==> config.mk <==
export PLATFORM = sky130hd
export DESIGN_NAME = leaf_stream_adapter
export DESIGN_NICKNAME = d
export VERILOG_FILES = /design/src/rtl/leaf_stream_adapter.sv
export SDC_FILE = /design/constraint.sdc
export NUM_CORES = 1
export LEC_CHECK = 0
export CORE_MARGIN = 1.5
export CORE_UTILIZATION = 38
export CTS_BUF_LIST = sky130_fd_sc_hd__clkbuf_4 sky130_fd_sc_hd__clkbuf_8
export DETAILED_ROUTE_END_ITERATION = 16
export GPL_ROUTABILITY_DRIVEN = 0
export PLACE_DENSITY = 0.66
export SLEW_MARGIN = 0
export SYNTH_ARGS = -nofsm -noshare
export SYNTH_HDL_FRONTEND = slang
export SYNTH_SLANG_ARGS = --single-unit
==> constraint.sdc <==
create_clock -name clk -period 4.35 [get_ports clk]
set_input_delay 0.435 -clock clk [delete_from_list [all_inputs] [get_ports clk]]
set_output_delay 0.435 -clock clk [all_outputs]
set_load 0.02 [all_outputs]
==> src/rtl/leaf_stream_adapter.sv <==
// BFT leaf adapter: round-robin, credit-gated packing of user streams onto one link, plus per-port consumer FIFOs.
// Optional feature macro: LEAF_ADAPTER_DROP_CNT_EN builds the saturating drop counter; otherwise drop_count is 0.

module leaf_stream_adapter_fifo #(
  parameter int W     = 32,
  parameter int DEPTH = 4
) (
  input  logic         clk,
  input  logic         rst_n,
  input  logic         i_push,
  input  logic [W-1:0] i_data,
  input  logic         i_ack,
  output logic [W-1:0] o_data,
  output logic         o_vld,
  output logic         o_drop
);
  localparam int AW = $clog2(DEPTH);

  logic [DEPTH-1:0][W-1:0] r_mem;
  logic [AW:0]             r_wp, r_rp;
  logic                    w_empty, w_full, w_pop, w_wr;

  assign w_empty = (r_wp == r_rp);
  assign w_full  = (r_wp[AW] != r_rp[AW]) && (r_wp[AW-1:0] == r_rp[AW-1:0]);
  assign w_pop   = !w_empty && i_ack;
  // a pop frees the head slot this cycle, so a full FIFO can still take the push
  assign w_wr    = i_push && (!w_full || w_pop);
  assign o_drop  = i_push && w_full && !w_pop;
  assign o_vld   = !w_empty;
  assign o_data  = r_mem[r_rp[AW-1:0]];

  always_ff @(posedge clk or negedge rst_n) begin
    if (!rst_n) begin
      r_mem <= '0;
      r_wp  <= '0;
      r_rp  <= '0;
    end else begin
      if (w_wr) begin
        r_mem[r_wp[AW-1:0]] <= i_data;
        r_wp                <= r_wp + 1'b1;
      end
      if (w_pop) r_rp <= r_rp + 1'b1;
    end
  end
endmodule

module leaf_stream_adapter #(
  parameter int PACKET_BITS   = 49,
  parameter int PAYLOAD_BITS  = 32,
  parameter int NUM_LEAF_BITS = 4,
  parameter int NUM_PORT_BITS = 4,
  parameter int NUM_IN_PORTS  = 2,
  parameter int NUM_OUT_PORTS = 2,
  parameter int FIFO_DEPTH    = 4,
  parameter int CREDIT_BITS   = 8,
  parameter int CREDIT_INIT   = 0
) (
  input  logic                                  clk,
  input  logic                                  ap_rst_n,
  input  logic [PACKET_BITS-1:0]                din_leaf_bft2interface,
  output logic [PACKET_BITS-1:0]                dout_leaf_interface2bft,
  input  logic [NUM_IN_PORTS*PAYLOAD_BITS-1:0]  din_leaf_user2interface,
  input  logic [NUM_IN_PORTS-1:0]               vld_user2interface,
  output logic [NUM_IN_PORTS-1:0]               ack_interface2user,
  output logic [NUM_OUT_PORTS*PAYLOAD_BITS-1:0] dout_leaf_interface2user,
  output logic [NUM_OUT_PORTS-1:0]              vld_interface2user,
  input  logic [NUM_OUT_PORTS-1:0]              ack_user2interface,
  output logic [15:0]                           drop_count
);
  localparam int RW  = NUM_LEAF_BITS + NUM_PORT_BITS;
  localparam int LGW = (NUM_IN_PORTS > 1) ? $clog2(NUM_IN_PORTS) : 1;
  localparam int SW  = ((CREDIT_BITS > 8) ? CREDIT_BITS : 8) + 1;
  localparam logic [NUM_PORT_BITS:0] NIN_C  = (NUM_PORT_BITS+1)'(NUM_IN_PORTS);
  localparam logic [NUM_PORT_BITS:0] NOUT_C = (NUM_PORT_BITS+1)'(NUM_OUT_PORTS);
  localparam logic [SW-1:0]          CMAX   = SW'({CREDIT_BITS{1'b1}});

  logic [PACKET_BITS-1:0]                       r_dout;
  logic [LGW-1:0]                               r_last;
  logic [NUM_IN_PORTS-1:0][RW-1:0]              r_route;
  logic [NUM_IN_PORTS-1:0][CREDIT_BITS-1:0]     r_credit;

  logic                                         w_rx_vld, w_cfg, w_idx_ok, w_bad_port, w_drop, w_found;
  logic [NUM_PORT_BITS-1:0]                     w_rx_port, w_idx;
  logic [PAYLOAD_BITS-1:0]                      w_rx_pay;
  logic [1:0]                                   w_op;
  logic [NUM_IN_PORTS-1:0]                      w_set_route, w_add, w_clr, w_elig, w_grant;
  logic [NUM_IN_PORTS-1:0][SW-1:0]              w_sum;
  logic [NUM_IN_PORTS-1:0][CREDIT_BITS-1:0]     w_credit_nxt;
  logic [NUM_IN_PORTS-1:0][PAYLOAD_BITS-1:0]    w_din;
  logic [LGW-1:0]                               w_gidx;
  logic [PACKET_BITS-1:0]                       w_tx;
  logic [NUM_OUT_PORTS-1:0]                     w_push_req, w_fifo_drop;
  logic [NUM_OUT_PORTS-1:0][PAYLOAD_BITS-1:0]   w_fifo_data;
  logic                                         w_unused;

  // receive decode; leaf field and pad bits are deliberately ignored
  assign w_rx_vld   = din_leaf_bft2interface[PACKET_BITS-1];
  assign w_rx_port  = din_leaf_bft2interface[PACKET_BITS-2-NUM_LEAF_BITS -: NUM_PORT_BITS];
  assign w_rx_pay   = din_leaf_bft2interface[PAYLOAD_BITS-1:0];
  assign w_cfg      = w_rx_vld && (w_rx_port == '0);
  assign w_op       = w_rx_pay[PAYLOAD_BITS-1 -: 2];
  assign w_idx      = w_rx_pay[PAYLOAD_BITS-3 -: NUM_PORT_BITS];
  assign w_idx_ok   = {1'b0, w_idx} < NIN_C;
  assign w_bad_port = w_rx_vld && ({1'b0, w_rx_port} > NOUT_C);
  assign w_unused   = &{1'b0, din_leaf_bft2interface, w_drop};

  always_comb begin
    w_set_route = '0;
    w_add       = '0;
    w_clr       = '0;
    w_push_req  = '0;
    for (int i = 0; i < NUM_IN_PORTS; i++) begin
      if (w_cfg && w_idx_ok && (w_idx == NUM_PORT_BITS'(i))) begin
        w_set_route[i] = (w_op == 2'b01);
        w_add[i]       = (w_op == 2'b10);
        w_clr[i]       = (w_op == 2'b11);
      end
    end
    for (int j = 0; j < NUM_OUT_PORTS; j++)
      w_push_req[j] = w_rx_vld && (w_rx_port == NUM_PORT_BITS'(j + 1));
  end

  // round-robin: first eligible above last grant, else lowest eligible at or below it
  always_comb begin
    w_grant = '0;
    w_gidx  = '0;
    w_found = 1'b0;
    for (int i = 0; i < NUM_IN_PORTS; i++)
      w_elig[i] = vld_user2interface[i] && (r_credit[i] != '0);
    for (int i = 0; i < NUM_IN_PORTS; i++)
      if (!w_found && w_elig[i] && (i > int'(r_last))) begin
        w_found    = 1'b1;
        w_gidx     = LGW'(i);
        w_grant[i] = 1'b1;
      end
    for (int i = 0; i < NUM_IN_PORTS; i++)
      if (!w_found && w_elig[i]) begin
        w_found    = 1'b1;
        w_gidx     = LGW'(i);
        w_grant[i] = 1'b1;
      end
  end

  assign ack_interface2user = w_grant & {NUM_IN_PORTS{ap_rst_n}};
  assign w_din              = din_leaf_user2interface;

  always_comb begin
    w_tx                                = '0;
    w_tx[PACKET_BITS-1]                 = 1'b1;
    w_tx[PACKET_BITS-2 -: RW]           = r_route[w_gidx];
    w_tx[PAYLOAD_BITS-1:0]              = w_din[w_gidx];
  end

  // a grant only happens with credit != 0, so the add-and-consume sum never underflows
  always_comb begin
    w_sum        = '0;
    w_credit_nxt = '0;
    for (int i = 0; i < NUM_IN_PORTS; i++) begin
      w_sum[i] = SW'(r_credit[i]) + SW'(w_rx_pay[7:0]) - SW'(w_grant[i]);
      if (w_clr[i])
        w_credit_nxt[i] = '0;
      else if (w_add[i])
        w_credit_nxt[i] = (w_sum[i] > CMAX) ? {CREDIT_BITS{1'b1}} : w_sum[i][CREDIT_BITS-1:0];
      else
        w_credit_nxt[i] = r_credit[i] - CREDIT_BITS'(w_grant[i]);
    end
  end

  always_ff @(posedge clk or negedge ap_rst_n) begin
    if (!ap_rst_n) begin
      r_dout   <= '0;
      r_last   <= LGW'(NUM_IN_PORTS - 1);
      r_route  <= '0;
      r_credit <= {NUM_IN_PORTS{CREDIT_BITS'(CREDIT_INIT)}};
    end else begin
      r_dout   <= w_found ? w_tx : '0;
      if (w_found) r_last <= w_gidx;
      for (int i = 0; i < NUM_IN_PORTS; i++)
        if (w_set_route[i]) r_route[i] <= w_rx_pay[RW-1:0];
      r_credit <= w_credit_nxt;
    end
  end

  assign dout_leaf_interface2bft = r_dout;

  for (genvar j = 0; j < NUM_OUT_PORTS; j++) begin : g_fifo
    leaf_stream_adapter_fifo #(.W(PAYLOAD_BITS), .DEPTH(FIFO_DEPTH)) u_fifo (
      .clk    (clk),
      .rst_n  (ap_rst_n),
      .i_push (w_push_req[j]),
      .i_data (w_rx_pay),
      .i_ack  (ack_user2interface[j]),
      .o_data (w_fifo_data[j]),
      .o_vld  (vld_interface2user[j]),
      .o_drop (w_fifo_drop[j])
    );
  end

  assign dout_leaf_interface2user = w_fifo_data;
  assign w_drop                   = w_bad_port | (|w_fifo_drop);

`ifdef LEAF_ADAPTER_DROP_CNT_EN
  logic [15:0] r_drop_cnt;

  always_ff @(posedge clk or negedge ap_rst_n) begin
    if (!ap_rst_n)                             r_drop_cnt <= '0;
    else if (w_drop && (r_drop_cnt != 16'hFFFF)) r_drop_cnt <= r_drop_cnt + 16'd1;
  end

  assign drop_count = r_drop_cnt;
`else
  assign drop_count = '0;
`endif
endmodule

==> Word-level counts from Yosys, hierarchy flattened <==
Cells that the tools add are included.
{ "classes": {"add_sub_neg": 10, "order_cmp": 11, "n_eq_ne": 12, "n_mux": 34, "n_bitwise": 1, "reduce_logical": 31} }
{ "op_table": {"columns": ["operator", "count"], "rows": [
  ["128-bit bitwise mux", 2],
  ["32-bit 2-to-1 mux", 6],
  ["32-bit binary-select mux with 2-bit select", 2],
  ["32-bit demux with 2-bit select", 2],
  ["8-bit 2-to-1 mux", 8],
  ["49-bit 2-to-1 mux", 1],
  ["1-bit logical AND", 19],
  ["8-bit by 8-bit adder with 9-bit output", 2],
  ["9-bit by 8-bit greater-than comparator with 1-bit output, second input constant", 2],
  ["9-bit by 1-bit subtractor with 9-bit output", 2],
  ["8-bit nonzero test", 2],
  ["8-bit by 1-bit subtractor with 8-bit output", 2],
  ["1-bit 2-to-1 mux", 13],
  ["3-bit by 1-bit adder with 3-bit output, second input constant", 4],
  ["2-bit by 3-bit < comparator with 1-bit output, second input constant", 4],
  ["4-bit by 1-bit equality test with 1-bit output, second input constant", 2],
  ["4-bit logical NOT", 2],
  ["3-bit equality test", 2],
  ["1-bit logical NOT", 6],
  ["2-bit equality test", 2],
  ["2-bit equality test, second input constant", 2],
  ["4-bit by 2-bit equality test with 1-bit output, second input constant", 1],
  ["2-bit by 1-bit >= comparator with 1-bit output, second input constant", 2],
  ["4-bit by 2-bit < comparator with 1-bit output, second input constant", 1],
  ["6 further kinds", 8]
]} }
{ "word_totals": {"register_bits": 350, "input_bits": 119, "output_inout_bits": 133, "elab_cells": 117} }

==> Logic depth before layout (Yosys ltp) <==
Gate-level depths: netlist of the first run.
{ "logic_depth": {"ltp_word": 15, "depth_mapped": 16, "ltp_nobuf": 15} }

==> Modules after synthesis <==
A second synthesis of the first run with hierarchy kept.
{ "unflattened": {"hier_cells": 1114, "area_unflattened_um2": 16654.7} }
{ "modules_own_cells": {"columns": ["module", "n_inst", "cells_per_inst", "area_each_um2", "seq_area_each_um2"], "rows": [
  ["leaf_stream_adapter_fifo", 2, 349, 6202.2, 3353.2],
  ["leaf_stream_adapter", 1, 416, 4250.3, 1853.0]
]} }

==> Worst setup path before layout of the first run <==
Ideal clock, no wire load.
{ "synth_path": {"kind": "flip-flop to flip-flop", "startpoint": "register r_credit[10] (netlist bit)", "endpoint": "register r_credit[6] (netlist bit)", "setup_time_ns": 0.121, "t_arrival_ns": 3.162, "t_required_ns": 4.229, "slack_ns": 1.067, "stages_incl_launch_ff": 16, "n_path_buf": 1, "synth_period_minus_slack_ns": 3.283, "cell_sequence": "dfrtp_1 nor2_1 nand3_1 o31ai_4 nor2_1 nor2_2 buf_2 ha_1 inv_1 ha_1 fa_1 a211oi_1 nor3_1 a211oi_2 nor3b_1 nor2_1"} }
{ "synth_lines": {"columns": ["item", "line_no", "text"], "rows": [
  ["from (decl)", "80", "logic [NUM_IN_PORTS-1:0][CREDIT_BITS-1:0] r_credit;"],
  ["from (signal assigned)", "174", "r_credit <= {NUM_IN_PORTS{CREDIT_BITS'(CREDIT_INIT)}};"],
  ["from (signal assigned)", "180", "r_credit <= w_credit_nxt;"]
]} }

==> Final worst setup path of the first run <==
{ "layout_path": {"startpoint": "register r_credit[10] (netlist bit)", "endpoint": "output ack_interface2user[0]"} }
{ "layout_between": {"elab_chain_len": 8} }
{ "layout_lines": {"columns": ["item", "line_no", "text"], "rows": [
  ["8-bit nonzero test", "129", "w_elig[i] = vld_user2interface[i] && (r_credit[i] != '0);"],
  ["1-bit logical AND", "129", null],
  ["1-bit logical AND", "131", "if (!w_found && w_elig[i] && (i > int'(r_last))) begin"],
  ["1-bit 2-to-1 mux", "131", null],
  ["1-bit logical NOT", "137", "if (!w_found && w_elig[i]) begin"],
  ["1-bit logical AND", "137", null],
  ["1-bit 2-to-1 mux", "137", null],
  ["2-bit AND", "144", "assign ack_interface2user = w_grant & {NUM_IN_PORTS{ap_rst_n}};"],
  ["to (decl)", "64", "output logic [NUM_IN_PORTS-1:0] ack_interface2user,"]
]} }
No other way between the ends.

==> results of run 1 <==
[cells in the final DEF (no fill, tap or decap), types with 40 or more instances in the layout]
master,instances
mux2_2,145
o21ai_0,52
inv_1,59
clkdlybuf4s50_1,214
ha_1,44
clkbuf_8,77
nand2_1,53
mux4_2,64
a22o_1,40
dfrtp_1,337
mux2_1,94
[cells in the mapped netlist, drive strengths merged (3+ instances only)]
master / number
nand3: 12
xor2: 9
xnor2: 29
mux2i: 3
a21oi: 16
mux4: 64
buf: 79
clkbuf: 12
nor4: 4
a21o: 5
nand2: 57
nand2b: 3
dfrtp: 341
nand4: 3
a22o: 40
nor2: 19
o21ai: 55
inv: 59
a31oi: 12
a211oi: 3
nor3: 6
ha: 44
and2: 7
mux2: 239
[flip-flops by register name (all words and copies together) (netlist names)]
name / count
dout_leaf_interface2bft: 41
g_fifo.u_fifo.r_mem: 256
g_fifo.u_fifo.r_rp: 6
g_fifo.u_fifo.r_wp: 6
r_credit: 16
r_last: 1
r_route: 16
[worst paths after layout]
path,from,endpoint,slack (ns),cells after the start
setup / recovery,r_credit[10]$_DFF_PN0_,ack_interface2user[0],0.67,8
hold / removal,din_leaf_user2interface[24],dout_leaf_interface2bft[24]$_DFF_PN0_,0.43,2
setup reg to reg,r_credit[3]$_DFF_PN0_,r_credit[6]$_DFF_PN0_,0.75,15
hold reg to reg,g_fifo[1].u_fifo.r_mem[66]$_DFFE_PN0P_,g_fifo[1].u_fifo.r_mem[66]$_DFFE_PN0P_,0.48,2
max in group asynchronous,ap_rst_n,g_fifo[1].u_fifo.r_rp[0]$_DFFE_PN0P_,2.43,3
min in group asynchronous,ap_rst_n,g_fifo[0].u_fifo.r_mem[7]$_DFFE_PN0P_,0.47,2
[final cells by class]
class                           instances  area (µm²)  share of cell area (%)
Sequential cell                       342        8560                    43.1
Multi-Input combinational cell        677        6830                    34.3
Timing Repair Buffer                  231        2350                    11.8
Clock buffer                           97        1210                    6.08
Tap cell                              539         674                    3.39
Inverter                               59         221                    1.11
Clock inverter                          7        37.5                   0.189
Antenna cell                            1        2.50                  0.0126
[per-layer routing]
metal  global-route usage (%)  vias to the layer above
met2                     29.7                      181
li1                         -                     4526
met3                     2.93                       39
met1                     23.4                     5090
met4                     4.92                        2
met5                        0                        -
[per-stage QoR]
stage	setup WS [ns]	std cells	hold slack [ns]	instance area, µm²	util (%)
floorplan	1.07	1169	0.139	16300	-
global placement	0.769	1847	0.456	18600	44.4
detailed placement	0.738	1847	0.465	18600	44.4
CTS	0.639	1952	0.373	19900	47.4
global route	0.465	1952	0.396	19900	47.4
finish	0.669	1953	0.430	19900	47.4
[kinds of logic (layout without fill, tap and decap cells)]
family                   count (synthesis)  after routing  share of synthesized area, %
buffers and inverters                  150            394                          5.57
flip-flops                             342            342                          52.9
AND/OR/NAND/NOR                        124            124                          3.96
multiplexers                           306            306                          25.7
AO/OA/AOI/OAI                          139            139                          5.97
other                                    1             25                        0.0232
XOR/XNOR                                38             38                          2.24
adder cells (fa/ha/maj)                 46             46                          3.65
[power breakdown]
| group | leakage (nW) | switching, W | internal, W | total [W] |
|---|---|---|---|---|
| sequential | 4.49 | 0.000694 | 0.00420 | 0.00490 |
| combinational | 4.07 | 0.00234 | 0.00263 | 0.00497 |
| clock | 0.669 | 0.00128 | 0.00174 | 0.00301 |
| total | 9.23 | 0.00431 | 0.00857 | 0.0129 |
[timing repair]
item / in CTS / in global routing
hold buffers: 1 / 0
buffers inserted: 0 / 0
endpoints found under the setup margin: 0 / 0
hold endpoints to repair: 88 / 0
==> flow_summary.ini, run 1 <==
[final_layout]
drive_gt1_share_pct = 25.5
nNetsFinal = 1533
num-fill-cells = 3647
area_growth_pct = 22.9

[power]
pwr_density_cell_nw_per_um2 = 648
p_total_w = 0.0129
ir_worst_vdd_mv = 0.245
p_leak_nw = 9.23

[timing]
fin_crit_ns = 3.68
rsz0062_at_grt = no
maxSlewViolCount = 0
fin_skew_ns = 0.0187
max_freq_mhz = 272
worst_slew_pin_slew_ns = 1.04
min_period_over_period_pct = 84.6
fin_tns_setup_ns = 0
hold_violations = 0
setup_viol = 0
slew_headroom_pct = 29.9

[yosys]
yosys.area.top_type_share_pct = 52.7
syn-cell-area_um2 = 16200
seq_area_frac_synth_pct = 52.9
yosysTopAreaCell = dfrtp_1
synth_area_per_cell_um2 = 14.1
yosysWarnings = 0
synth-edff-count = 0
synthCells = 1146
yosys-top-cells-area = dfrtp_1 53%, mux2_2 10%, mux4_2 8.9%, mux2_1 6.5%, ha_1 3.4%
synth.distinct_cells = 54
synthFlopType = dfrtp_1
synth-async-reset-ratio_pct = 100
ys_ff_latch = 342

[global_route]
grt_pass1_wl_um = 59900
grt_usage_pct = 17.6
grt_max_degree = 183
grt_overflow = 0
antenna_found_initial = 1
grt_pass1_vias = 10400

[routing]
viasPerCell = 5.04
met1_length_um = 16500
dr_wl_met2_um = 19000
drtIter0Drc = 537
wire_per_inst_um = 19.4
wl_met3_um = 1670
drt-total-wl_um = 37800
ant_nets = 0
vias = 9838
drt_pass1_iterations = 4
drc = 0
highest_layer = met5

[floorplan]
rows = 75
die-area_um2 = 43800
initial_core_util_pct = 38.6
die_y_um = 209
ios = 252
core_area_um2 = 41900
die_w_um = 209

[setup_path]
crit_required_ns = 3.91
cp_top_family = buffers and inverters
cp_common_cell = nor2_1
crit_path_end_kind = primary output
cp_num_buf_inv = 2
cp_slowest_cell = clkdlybuf4s50_1
max_stage_delay_ns = 0.60
crit_type = reg2out
worstPathArrival_ns = 3.25
crit_path_start_kind = flop
crit_chain = nor2_1, nand3_1, o31ai_4, nor2_1, nor2_2, buf_4, and2_1, clkdlybuf4s50_1
critPathMaxFanout = 41

[job]
drv_cap = 0

[clock_tree]
post_cts_resize_count = 0
clock_latency_ns = 0.61
numCtsBuffers = 57
path_clk_slew_ns = 0.06
cts.htree.levels = 2
cts_tree = yes
cts.path.max_buffers = 3
cts.sinks = 342
root_buffer = clkbuf_8

[place]
dp.final_hpwl_um = 24700
io_buffers = 215

[min_path]
worstHoldPathType = in2reg

[outcome]
outcome = finished, final reports clean
(Power assumes the default switching activity.)
==> run 2, diff against run 1 <==
Clock period 4.35 ns to 3.51 ns, I/O delays scaled along.
==> run 2 against run 1 <==
- largest cell class unchanged
- register-to-register slack got worse by 0.62 ns
- power rose by 25%
- critical path type unchanged
- setup slack got worse by 0.54 ns
- combinational power rose by 27%
- clock skew rose by 0.0061 ns
- largest power group unchanged
- routed wire length rose by 0.90%
==> flow_summary.ini, run 2 (synthesized netlist as in run 1, its figures left out) <==
[outcome]
outcome = finished, final reports clean

[routing]
drt-total-wl_um = 38100
drt_pass1_iterations = 5
vias = 10000
viasPerCell = 5.07
drc = 0
wire_per_inst_um = 19.3
ant_nets = 0
drtIter0Drc = 422

[timing]
min_period_over_period_pct = 96.2
fin_skew_ns = 0.0248
setup_viol = 0
hold_violations = 0
worst_slew_pin_slew_ns = 0.928
fin_crit_ns = 3.38
slew_headroom_pct = 38.1
max_freq_mhz = 296
maxSlewViolCount = 0

[final_layout]
diodes = 0
drive_gt1_share_pct = 27.2
multi_input_area_um2 = 6860
area_growth_pct = 24.0
largest_reg_flops = 256
regMostFlops = g_fifo.u_fifo.r_mem
num-fill-cells = 3733
ff_latch_area_um2 = 8560
finalInstanceArea_um2 = 20100
layout_commonest_cell = dfrtp_1
layout_common_cells = 337 x dfrtp_1, 214 x clkdlybuf4s50_1, 145 x mux2_2
nNetsFinal = 1553

[power]
p_leak_nw = 9.32
p_total_w = 0.0161
ir_worst_vdd_mv = 0.338
pwr_density_cell_nw_per_um2 = 801

[floorplan]
die_w_um = 209
core_area_um2 = 41900
die_y_um = 209
ios = 252
die-area_um2 = 43800
rows = 75
initial_core_util_pct = 38.6

[min_path]
worstHoldPathType = in2async

[clock_tree]
numCtsBuffers = 58
cts_tree = yes
cts.htree.levels = 2
path_clk_slew_ns = 0.06
cts.sinks = 342
cts.path.max_buffers = 3
root_buffer = clkbuf_8
clock_latency_ns = 0.62

[job]
drv_cap = 0

[global_route]
grt_pass1_vias = 10600
grt_usage_pct = 17.6
grt_max_degree = 172
grt_pass1_wl_um = 60200
antenna_found_initial = 0
grt_overflow = 0

[setup_path]
crit_type = reg2out
critPathMaxFanout = 21
crit_path_start_kind = flop
crit_required_ns = 3.16
crit_path_end_kind = primary output
worstPathArrival_ns = 3.03

[place]
dp.final_hpwl_um = 24900
dpl-instance-area_um2 = 18700
io_buffers = 215
==> run 2: changes by cell type in the layout (fill, tap and decap cells not counted), moves of 4 or more <==
| cell | before | now |
|---|---|---|
| clkbuf_4 | 20 | 16 |
| clkinv_2 | 6 | 15 |
| clkbuf_8 | 77 | 67 |
| clkinvlp_4 | 1 | 5 |
| buf_4 | 9 | 26 |
==> run 2: final timing paths <==
| kind | start | end | slack (ns) | depth (start not counted) |
|---|---|---|---|---|
| hold reg to reg | g_fifo[1].u_fifo.r_mem[6]$_DFFE_PN0P_ | g_fifo[1].u_fifo.r_mem[6]$_DFFE_PN0P_ | 0.48 | 2 |
| setup reg to reg | r_credit[2]$_DFF_PN0_ | r_credit[14]$_DFF_PN0_ | 0.13 | 15 |
| setup / recovery | r_credit[2]$_DFF_PN0_ | ack_interface2user[1] | 0.13 | 8 |
| min in group clk | din_leaf_user2interface[15] | dout_leaf_interface2bft[15]$_DFF_PN0_ | 0.33 | 2 |
| max in group asynchronous | ap_rst_n | g_fifo[0].u_fifo.r_rp[1]$_DFFE_PN0P_ | 1.89 | 3 |
| hold / removal | ap_rst_n | dout_leaf_interface2bft[28]$_DFF_PN0_ | 0.26 | 2 |
==> run 2: repair_timing <==
item,in CTS,in global routing
buffers inserted,0,3
gates resized for setup,3,11
cloned,0,1
pin swaps,0,4
hold buffers,1,0
endpoints found under the hold margin,49,0
endpoints found under the setup margin,1,18
==> run 2: area by class of cell <==
cell class / count / share of cell area (%)
well taps: 539 / 3.36
inverters: 59 / 1.10
clock buffers: 83 / 5.19
multi-input cells: 677 / 34.1
repair buffers: 250 / 12.6
clock inverters: 24 / 0.947
flip-flops and latches: 342 / 42.7
==> run 2: stage by stage <==
| stage | instances | hold slack [ns] | setup slack, ns | TNS [ns] | utilization [%] |
|---|---|---|---|---|---|
| after global placement | 1862 | 0.303 | 0.0749 | 0 | 44.7 |
| final | 1974 | 0.263 | 0.133 | 0 | 47.9 |
| after CTS | 1970 | 0.245 | 0.0147 | 0 | 47.6 |
| after detailed placement | 1862 | 0.298 | 0.0204 | 0 | 44.7 |
| after global routing | 1974 | 0.269 | -0.0419 | -0.0762 | 47.9 |
| after floorplan | 1169 | 0.0554 | 0.227 | 0 | - |
==> run 2: where the power goes <==
part | switching, W | leakage (nW) | internal (W) | total, W
logic | 0.00298 | 4.18 | 0.00334 | 0.00632
clock network | 0.00166 | 0.652 | 0.00207 | 0.00373
registers | 0.000813 | 4.49 | 0.00521 | 0.00602
total | 0.00544 | 9.32 | 0.0106 | 0.0161
==> run 2: routing by layer <==
metal  part of all wire [%]  wire [µm]  track usage, %  vias up
met4                    2.0        748            4.97        0
met5                      0          0               0        -
met3                    3.3       1270            2.93       54
met2                     49      18800            29.0      171
met1                     46      17400            24.0     5222
li1                       -          -               -     4558
==> run 2: worst max-delay path, cell delays in order, from the launching register on <==
cell and delay [ns]:
dfrtp_1 0.41, inv_1 0.11, nand4_1 0.21, buf_4 0.22
o31a_1 0.32, a21oi_4 0.19, buf_12 0.19, and2_1 0.14
clkdlybuf4s50_1 0.60
